<file path="src/rtl/add_issue_ctrl.sv">
// ---------------------------------------------------------------------------
// add_issue_ctrl
//
// Operand issuer and result collector for a registered two-stage adder.
// Operand pairs arrive on a valid/ready input and are buffered in a small
// FIFO. One operation at a time is issued to the adder (start/a/b). The
// adder result y is captured a fixed LAT cycles after the start pulse and
// is returned on a valid/ready output. Every captured result is compared
// against a locally computed sum, and the adder's sticky valid flag is
// checked at each capture. Both error flags are sticky until rst.
//
// Ports
//   clk, rst              clock, asynchronous active-high reset
//   in_valid/in_ready     operand handshake, pair = {in_a, in_b}
//   start, a, b           registered issue pulse and operands to the adder
//   y, valid              adder result and adder sticky valid
//   out_valid/out_ready   result handshake, result = out_sum
//   busy                  FSM not idle or FIFO not empty
//   err_mismatch          sticky: captured y differed from expected sum
//   err_nvalid            sticky: adder valid was low at a capture
// ---------------------------------------------------------------------------
module add_issue_ctrl #(
    parameter int W     = 8,
    parameter int DEPTH = 4,
    parameter int LAT   = 2
) (
    input  logic         clk,
    input  logic         rst,
    input  logic         in_valid,
    output logic         in_ready,
    input  logic [W-1:0] in_a,
    input  logic [W-1:0] in_b,
    output logic         start,
    output logic [W-1:0] a,
    output logic [W-1:0] b,
    input  logic [W-1:0] y,
    input  logic         valid,
    output logic         out_valid,
    input  logic         out_ready,
    output logic [W-1:0] out_sum,
    output logic         busy,
    output logic         err_mismatch,
    output logic         err_nvalid
);

    localparam int AW = $clog2(DEPTH);
    localparam int CW = $clog2(LAT + 1);

    localparam logic [AW:0]   PTR_ONE = 1;
    localparam logic [CW-1:0] CNT_ONE = 1;
    localparam logic [CW-1:0] CNT_LAT = CW'(LAT);

    typedef enum logic [1:0] {
        S_IDLE,
        S_WAIT,
        S_HOLD
    } state_e;

    // ------------------------------------------------------------------
    // Operand FIFO
    // ------------------------------------------------------------------
    logic [2*W-1:0] mem_q [DEPTH];
    logic [AW:0]    wr_ptr_q;
    logic [AW:0]    rd_ptr_q;
    logic           full;
    logic           empty;
    logic           push;
    logic           pop;
    logic [W-1:0]   head_a;
    logic [W-1:0]   head_b;

    // Pointers carry one extra wrap bit: equal addresses with differing
    // wrap bits means full, identical pointers means empty.
    assign empty = (wr_ptr_q == rd_ptr_q);
    assign full  = (wr_ptr_q[AW] != rd_ptr_q[AW]) &&
                   (wr_ptr_q[AW-1:0] == rd_ptr_q[AW-1:0]);

    // in_ready is held low while reset is asserted.
    assign in_ready = !full && !rst;
    assign push     = in_valid && in_ready;

    assign {head_a, head_b} = mem_q[rd_ptr_q[AW-1:0]];

    // NOTE: the storage array has no reset; the pointers alone define which
    // entries are meaningful, so clearing the data would only cost logic.
    always_ff @(posedge clk) begin
        if (push) begin
            mem_q[wr_ptr_q[AW-1:0]] <= {in_a, in_b};
        end
    end

    // NOTE: sequential state is updated only with non-blocking assignments
    // so every register samples values from before the clock edge.
    always_ff @(posedge clk or posedge rst) begin
        if (rst) begin
            wr_ptr_q <= '0;
            rd_ptr_q <= '0;
        end else begin
            if (push) wr_ptr_q <= wr_ptr_q + PTR_ONE;
            if (pop)  rd_ptr_q <= rd_ptr_q + PTR_ONE;
        end
    end

    // ------------------------------------------------------------------
    // Issue / capture FSM
    // ------------------------------------------------------------------
    state_e        state_q,        state_d;
    logic          start_q,        start_d;
    logic [W-1:0]  a_q,            a_d;
    logic [W-1:0]  b_q,            b_d;
    logic [W-1:0]  exp_q,          exp_d;
    logic [W-1:0]  out_sum_q,      out_sum_d;
    logic [CW-1:0] cnt_q,          cnt_d;
    logic          err_mismatch_q, err_mismatch_d;
    logic          err_nvalid_q,   err_nvalid_d;

    // NOTE: every signal written here gets a default first, so no path
    // leaves one unassigned and no latch is inferred.
    always_comb begin
        state_d        = state_q;
        start_d        = 1'b0;
        a_d            = a_q;
        b_d            = b_q;
        exp_d          = exp_q;
        cnt_d          = cnt_q;
        out_sum_d      = out_sum_q;
        err_mismatch_d = err_mismatch_q;
        err_nvalid_d   = err_nvalid_q;
        pop            = 1'b0;

        unique case (state_q)
            S_IDLE: begin
                if (!empty) begin
                    pop     = 1'b1;
                    a_d     = head_a;
                    b_d     = head_b;
                    start_d = 1'b1;
                    // Carry is dropped, matching the adder's modulo result.
                    exp_d   = head_a + head_b;
                    cnt_d   = CNT_LAT;
                    state_d = S_WAIT;
                end
            end

            S_WAIT: begin
                // WAIT spans the start cycle plus LAT more cycles, so y is
                // sampled at the end of the first cycle it holds the new sum.
                if (cnt_q == '0) begin
                    out_sum_d      = y;
                    err_mismatch_d = err_mismatch_q || (y != exp_q);
                    err_nvalid_d   = err_nvalid_q || !valid;
                    state_d        = S_HOLD;
                end else begin
                    cnt_d = cnt_q - CNT_ONE;
                end
            end

            S_HOLD: begin
                if (out_ready) begin
                    state_d = S_IDLE;
                end
            end

            default: begin
                state_d = S_IDLE;
            end
        endcase
    end

    always_ff @(posedge clk or posedge rst) begin
        if (rst) begin
            state_q        <= S_IDLE;
            start_q        <= 1'b0;
            a_q            <= '0;
            b_q            <= '0;
            exp_q          <= '0;
            cnt_q          <= '0;
            out_sum_q      <= '0;
            err_mismatch_q <= 1'b0;
            err_nvalid_q   <= 1'b0;
        end else begin
            state_q        <= state_d;
            start_q        <= start_d;
            a_q            <= a_d;
            b_q            <= b_d;
            exp_q          <= exp_d;
            cnt_q          <= cnt_d;
            out_sum_q      <= out_sum_d;
            err_mismatch_q <= err_mismatch_d;
            err_nvalid_q   <= err_nvalid_d;
        end
    end

    // ------------------------------------------------------------------
    // Outputs
    // ------------------------------------------------------------------
    assign start        = start_q;
    assign a            = a_q;
    assign b            = b_q;
    assign out_valid    = (state_q == S_HOLD);
    assign out_sum      = out_sum_q;
    assign busy         = (state_q != S_IDLE) || !empty;
    assign err_mismatch = err_mismatch_q;
    assign err_nvalid   = err_nvalid_q;

endmodule

</file>
<file path="config.mk">
export PLATFORM = sky130hd
export DESIGN_NAME = add_issue_ctrl
export DESIGN_NICKNAME = d
export VERILOG_FILES = /design/src/rtl/add_issue_ctrl.sv
export SDC_FILE = /design/constraint.sdc
export NUM_CORES = 1
export LEC_CHECK = 0
export ABC_AREA = 1
export BUFFER_PORTS_ARGS = -buffer_cell sky130_fd_sc_hd__buf_2
export CORE_ASPECT_RATIO = 1.1
export CORE_UTILIZATION = 50
export CTS_CLUSTER_SIZE = 40
export DETAILED_ROUTE_END_ITERATION = 6
export GPL_ROUTABILITY_DRIVEN = 0
export PLACE_DENSITY = 0.76
export SYNTH_ARGS = -nofsm -noshare
export SYNTH_HDL_FRONTEND = slang
export SYNTH_SLANG_ARGS = --single-unit
</file>
<file path="constraint.sdc">
create_clock -name clk -period 3.2 [get_ports clk]
set_input_delay 0.64 -clock clk [delete_from_list [all_inputs] [get_ports clk]]
set_output_delay 0.64 -clock clk [all_outputs]
set_load 0.01 [all_outputs]
</file>
-- After elaboration in Yosys (flattened, before gate mapping)
Memory sizes are Yosys's and may differ from the RTL's.
Cells that the tools add are included.
- flip-flop bits (word level): 45
- latch bits: 0
- RAM bits: 64
- memory bits (read-only): 0
- input bits: 29
- output and inout port bits: 30
- word-level logic and storage cells: 56
- memories kept: 1
- memory list (memory ; words ; width ; read ports ; clocked after memory_dff ; write ports ; line ; source):
    mem_q ; 4 ; 16 ; 1 ; 0 ; 1 ; 62 ; logic [2*W-1:0] mem_q [DEPTH];
- add/subtract/negate cells: 4
- multipliers: 0
- divide/modulo/power cells: 0
- $lt $le $gt $ge: 0
- equal/unequal tests: 10
- shift-type cells: 0
- multiplexer cells: 11
- bitwise operators: 1
- reductions and logical operators: 18
- operator list (cell ; number):
    2-bit two-way mux ; 5
    8-bit adder ; 1
    8-bit inequality test ; 1
    3-bit by 1-bit adder with 3-bit output, second input constant ; 2
    2-bit inequality test, second input constant ; 3
    2-bit case mux with 3 select lines ; 1
    3-bit AND reduction ; 2
    1-bit logical NOT ; 4
    2-bit logical NOT ; 2
    1-bit two-way mux ; 4
    2-bit case mux with 2 select lines ; 1
    2-bit AND reduction ; 2
    2-bit nonzero test ; 2
    3-bit == test ; 1
    1-bit logical AND ; 3
    1-bit logical OR ; 3
    2-bit by 1-bit == test with 1-bit output, second input constant ; 1
    2-bit == test ; 1
    2-bit == test, second input constant ; 1
    2-bit by 1-bit inequality test with 1-bit output, second input constant ; 1
    2-bit by 1-bit subtractor with 2-bit output, second input constant ; 1
    1-bit inequality test ; 1
    1-bit inverter ; 1

-- Depth between registers and ports, before layout
- depth in word-level cells: 7
- gate-level depth with buffers: 14
- mapped depth without buffers: 12

-- Worst setup path after synthesis
OpenSTA, ideal clock, no wires.
- path type: input -> register
- start point: input rst
- end point: memory mem_q[0][0] in the netlist's numbering (enable)
- library setup time: 0.389 ns
- arrival: 2.751 ns
- required time: 2.811 ns
- path slack: 0.060 ns
- stages: 3
- buffers on the path: 0
- path through: inv_1 > nand3_2 > nor2_1
- word-level cells in the longest chain between the ends: 5
- RTL lines (element ; line ; source):
    start, declared ; 28 ; input logic rst,
    1-bit logical NOT (no source line) ; -- ;
    1-bit logical AND ; 79 ; assign in_ready = !full && !rst;
    1-bit logical AND ; 80 ; assign push = in_valid && in_ready;
    1-bit two-way mux ; 87 ; if (push) begin
    1-bit two-way mux (not written as such) ; 88 ; mem_q[wr_ptr_q[AW-1:0]] <= {in_a, in_b};
    end, declared ; 62 ;
No other way between the ends.

-- Final worst setup path
- start point: register rd_ptr_q[1]
- end point: register exp_q[6]
- elaborated cells on any way between the ends: 5
- classes of those cells: add/sub (1); eq/ne (1); bitwise (1); reduce/logical (1); memory (1)
- RTL lines (element ; line ; source):
    start, declared ; 64 ; logic [AW:0] rd_ptr_q;
    start signal, assigned ; 100 ; if (pop) rd_ptr_q <= rd_ptr_q + PTR_ONE;
    memory 4 x 16 bit ; -- ;
    named net head_a[0] ; 69 ; logic [W-1:0] head_a;
    8-bit adder ; 139 ; exp_d = head_a + head_b;
    end signal, assigned ; 186 ; exp_q <= exp_d;
    end, declared ; 111 ; logic [W-1:0] exp_q, exp_d;
The timed path passes the listed nets, and every way through them passes these cells.
A chain may end at the register's enable or synchronous reset.

==> summary.txt <==
STA
  • Slew Viols, Final: 0
  • TNS Setup: 0 ps
  • Worst hold slack: 159 ps
  • Final period utilization: 0.829
  • Final Setup Violations: 0
  • Relative max-transition margin: 0.660
  • Hold Violations, Final: 0
  • Worst-Margin Slew: approximately 500 ps
  • Skew final: just over 9 ps
  • RSZ-0062 raised after global routing: no
  • Tmin final: between 2000 and 3000 ps
  • Fmax: 377 MHz

Synthesis
  • Post-synthesis sequential area ratio: 0.640
  • Combinational family with the most area after synthesis: simple AND/OR/NAND/NOR gates
  • Synth warnings: 0
  • Post-synthesis mux area share: 0.0189
  • Cells after Synth: between 400 and 500
  • Total of flip-flops plus latches after synthesis: 109
  • Synth Area in Adders: 0.0384
  • Synthesized area: 4760 µm²
  • Number of synthesized flops with an enable pin: 64
  • Mapped Avg Cell Area: 11.1 µm²
  • Post-synthesis xor/xnor area fraction: 0.0344
  • Most frequent cell after synthesis: nand2_1
  • Mapped Nets: 471
  • Cell variety after synth: 31
  • Yosys top cell area share: 0.404
  • Compound-Gate Fraction of Synth Area: 0.0746
  • Asr flop ratio synth: 0.413
  • Most frequent cells after synthesis: nand2_1, edfxtp_1, dfrtp_1
  • Top FF cell, synth: edfxtp_1
  • Leading area contributor after synthesis: edfxtp_1
  • Post-Synth Simple-Gate Area: 0.148
  • Top cells by area, synth: edfxtp_1, dfrtp_1, nand2_1

Global route
  • Largest net degree at the start of global routing: 40
  • Vias in the first global route: 3,022
  • Global route hottest layer: met2
  • Met3 Track Usage GR: 0.0292
  • Met1 Use GR: 0.241
  • GRT met2 Usage: 0.307
  • Antenna violations before repair: 0
  • Gr usage total: 0.188
  • GRT Residual Overflow: 0
  • First-pass GRT wire length: 14,100 µm

Final layout
  • Share of cells above drive strength 1: 0.207
  • Area growth syn-to-layout: 12.4%
  • Non-filler instance count after layout: 607
  • Fin nets: about 530
  • Post-Layout Inst Area: 5350 µm²
  • Diodes inserted: 0

Worst setup path
  • Worst setup startpoint: rd_ptr_q[1]
  • Cells along the critical path: inv_2 -> o21ai_0 -> o22ai_1 -> ha_1 -> inv_1 -> fa_1 -> o21ai_0 -> nand2_1 -> nand2_1 -> nand2_1 -> nand3_1 -> nand2_1
  • CP Class: flip-flop to flip-flop
  • CP Buf/Inv Count: 2
  • Worst path slowest cell: dfrtp_1
  • Slowest Stage Delay on Critical Path: around 560 ps
  • CP arrival: 2920 ps
  • Critical path's top delay family: compound AO/OA/AOI/OAI gates
  • Flop2flop setup slack: 550 ps
  • WP data required: around 3500 ps
  • CP Max Fanout: 21
  • CP Capture Type: flip-flop
  • RR Startpoint: rd_ptr_q[1]
  • Most common cell on crit path: nand2_1
  • Launching element type of the critical path: flip-flop

Routing
  • Routed WL per cell: 14.6 µm
  • # DRC: 0
  • Total number of vias: 3,147
  • Routed wire length: 8840 µm
  • DR iter-0 viols: 194
  • Drt first pass iters: 4
  • Antenna Nets Post-Route: 0
  • Via density: 5.18

Floorplanning
  • # IOs: between 50 and 60
  • Die area: 9920 µm²
  • Die width: roughly 95 µm
  • Core area: between 9000 and 10,000 µm²
  • Site row count: 36
  • Starting Density: 0.526
  • Chip Height: 104 µm

Clocking
  • Clock Path Buffers: 2
  • Hold_buf cts: 0
  • Root Buffer: clkbuf_8
  • Worst-Skew Late Latency: 370 ps
  • CTS tree: yes
  • Cts repair resizes: 0
  • H-tree levels: 3
  • Post-CTS Setup Bufs: 0
  • Clock sink count: 109
  • CTS Buf Count: 9
  • Clock transition at path regs: ~110 ps

Place
  • Placed instance count: 591
  • Area after DPL: 5140 µm²
  • HPWL after detailed placement: ~6000 µm
  • IO Port Bufs: 58

Power and ir drop
  • Lkg Pwr: about 0.0023 µW
  • Pwr/cell area: 1050 nW/µm²
  • Max VDD drop: 0.000383 V

Worst hold path
  • HP Class: input port to async pin

Outcome
  • Status: complete, no violations

Job
  • Max Cap Violations: 0
metal layers:
layer,vias up,part of all wire
met5,-,0
met4,0,0.022
met3,15,0.036
met2,77,0.50
met1,1497,0.44
li1,1558,-
power by group:
part	internal, µW	total (µW)	leakage (µW)	switching [µW]
clock	380	873	0.000107	492
sequential	1880	2090	0.00112	208
combinational	996	2650	0.00108	1650
worst paths after layout:
path,endpoint,cells after the start
min in group clk,state_q[1],2
max,exp_q[6],12
max reg2reg,exp_q[6],12
min,wr_ptr_q[0],2
max in group asynchronous,out_sum[1],3
min reg2reg,err_mismatch,1
per-stage QoR:
stage	util	total power, µW	setup WS, ps
finish	0.591	5610	547
global route	0.591	6080	255
CTS	0.591	5650	576
detailed placement	0.568	4760	586
global placement	0.568	4670	652
floorplan	-	4150	60.5
cell families (layout without fill, tap and decap cells):
kind of cell / count (synthesis) / after routing
simple gates: 173 / 173
flops: 109 / 109
compound gates: 62 / 62
buf+inv: 45 / 110
xor+xnor: 17 / 17
fa+ha+maj: 14 / 14
mux: 8 / 8
cells in the final DEF, fill, tap and decap left out, types with 7 or more instances in the layout:
master,n
xnor2_1,12
nor2_1,38
o21ai_0,38
clkbuf_8,9
nand3_1,11
edfxtp_1,64
ha_1,13
o22ai_1,12
nand2_1,113
dfrtp_1,45
mux2_2,8
buf_4,7
buf_2,58
inv_1,25
registers in the layout, summed over array words and instances, names as in the netlist:
register and count:
wr_ptr_q 3, err_nvalid 1, exp_q 8, mem_q 64, state_q 2, a 8, cnt_q 2, err_mismatch 1
rd_ptr_q 3, start 1, b 8, out_sum 8
worst reg2reg max path: stages (launching register included):
cell and delay, ps:
dfrtp_1 560, inv_2 370, o21ai_0 160, o22ai_1 190, ha_1 200, inv_1 50
fa_1 390, o21ai_0 300, nand2_1 110, nand2_1 70, nand2_1 40, nand3_1 60
nand2_1 50
area by class of cell:
class	instances	area, µm²
fillers	727	3700
flip-flops and latches	109	3050
multi-input cells	274	1500
repair buffers	65	343
well taps	114	143
clock buffers	9	124
inverters	29	111
clock inverters	7	85.1
Power figures use the tool's default switching activity.
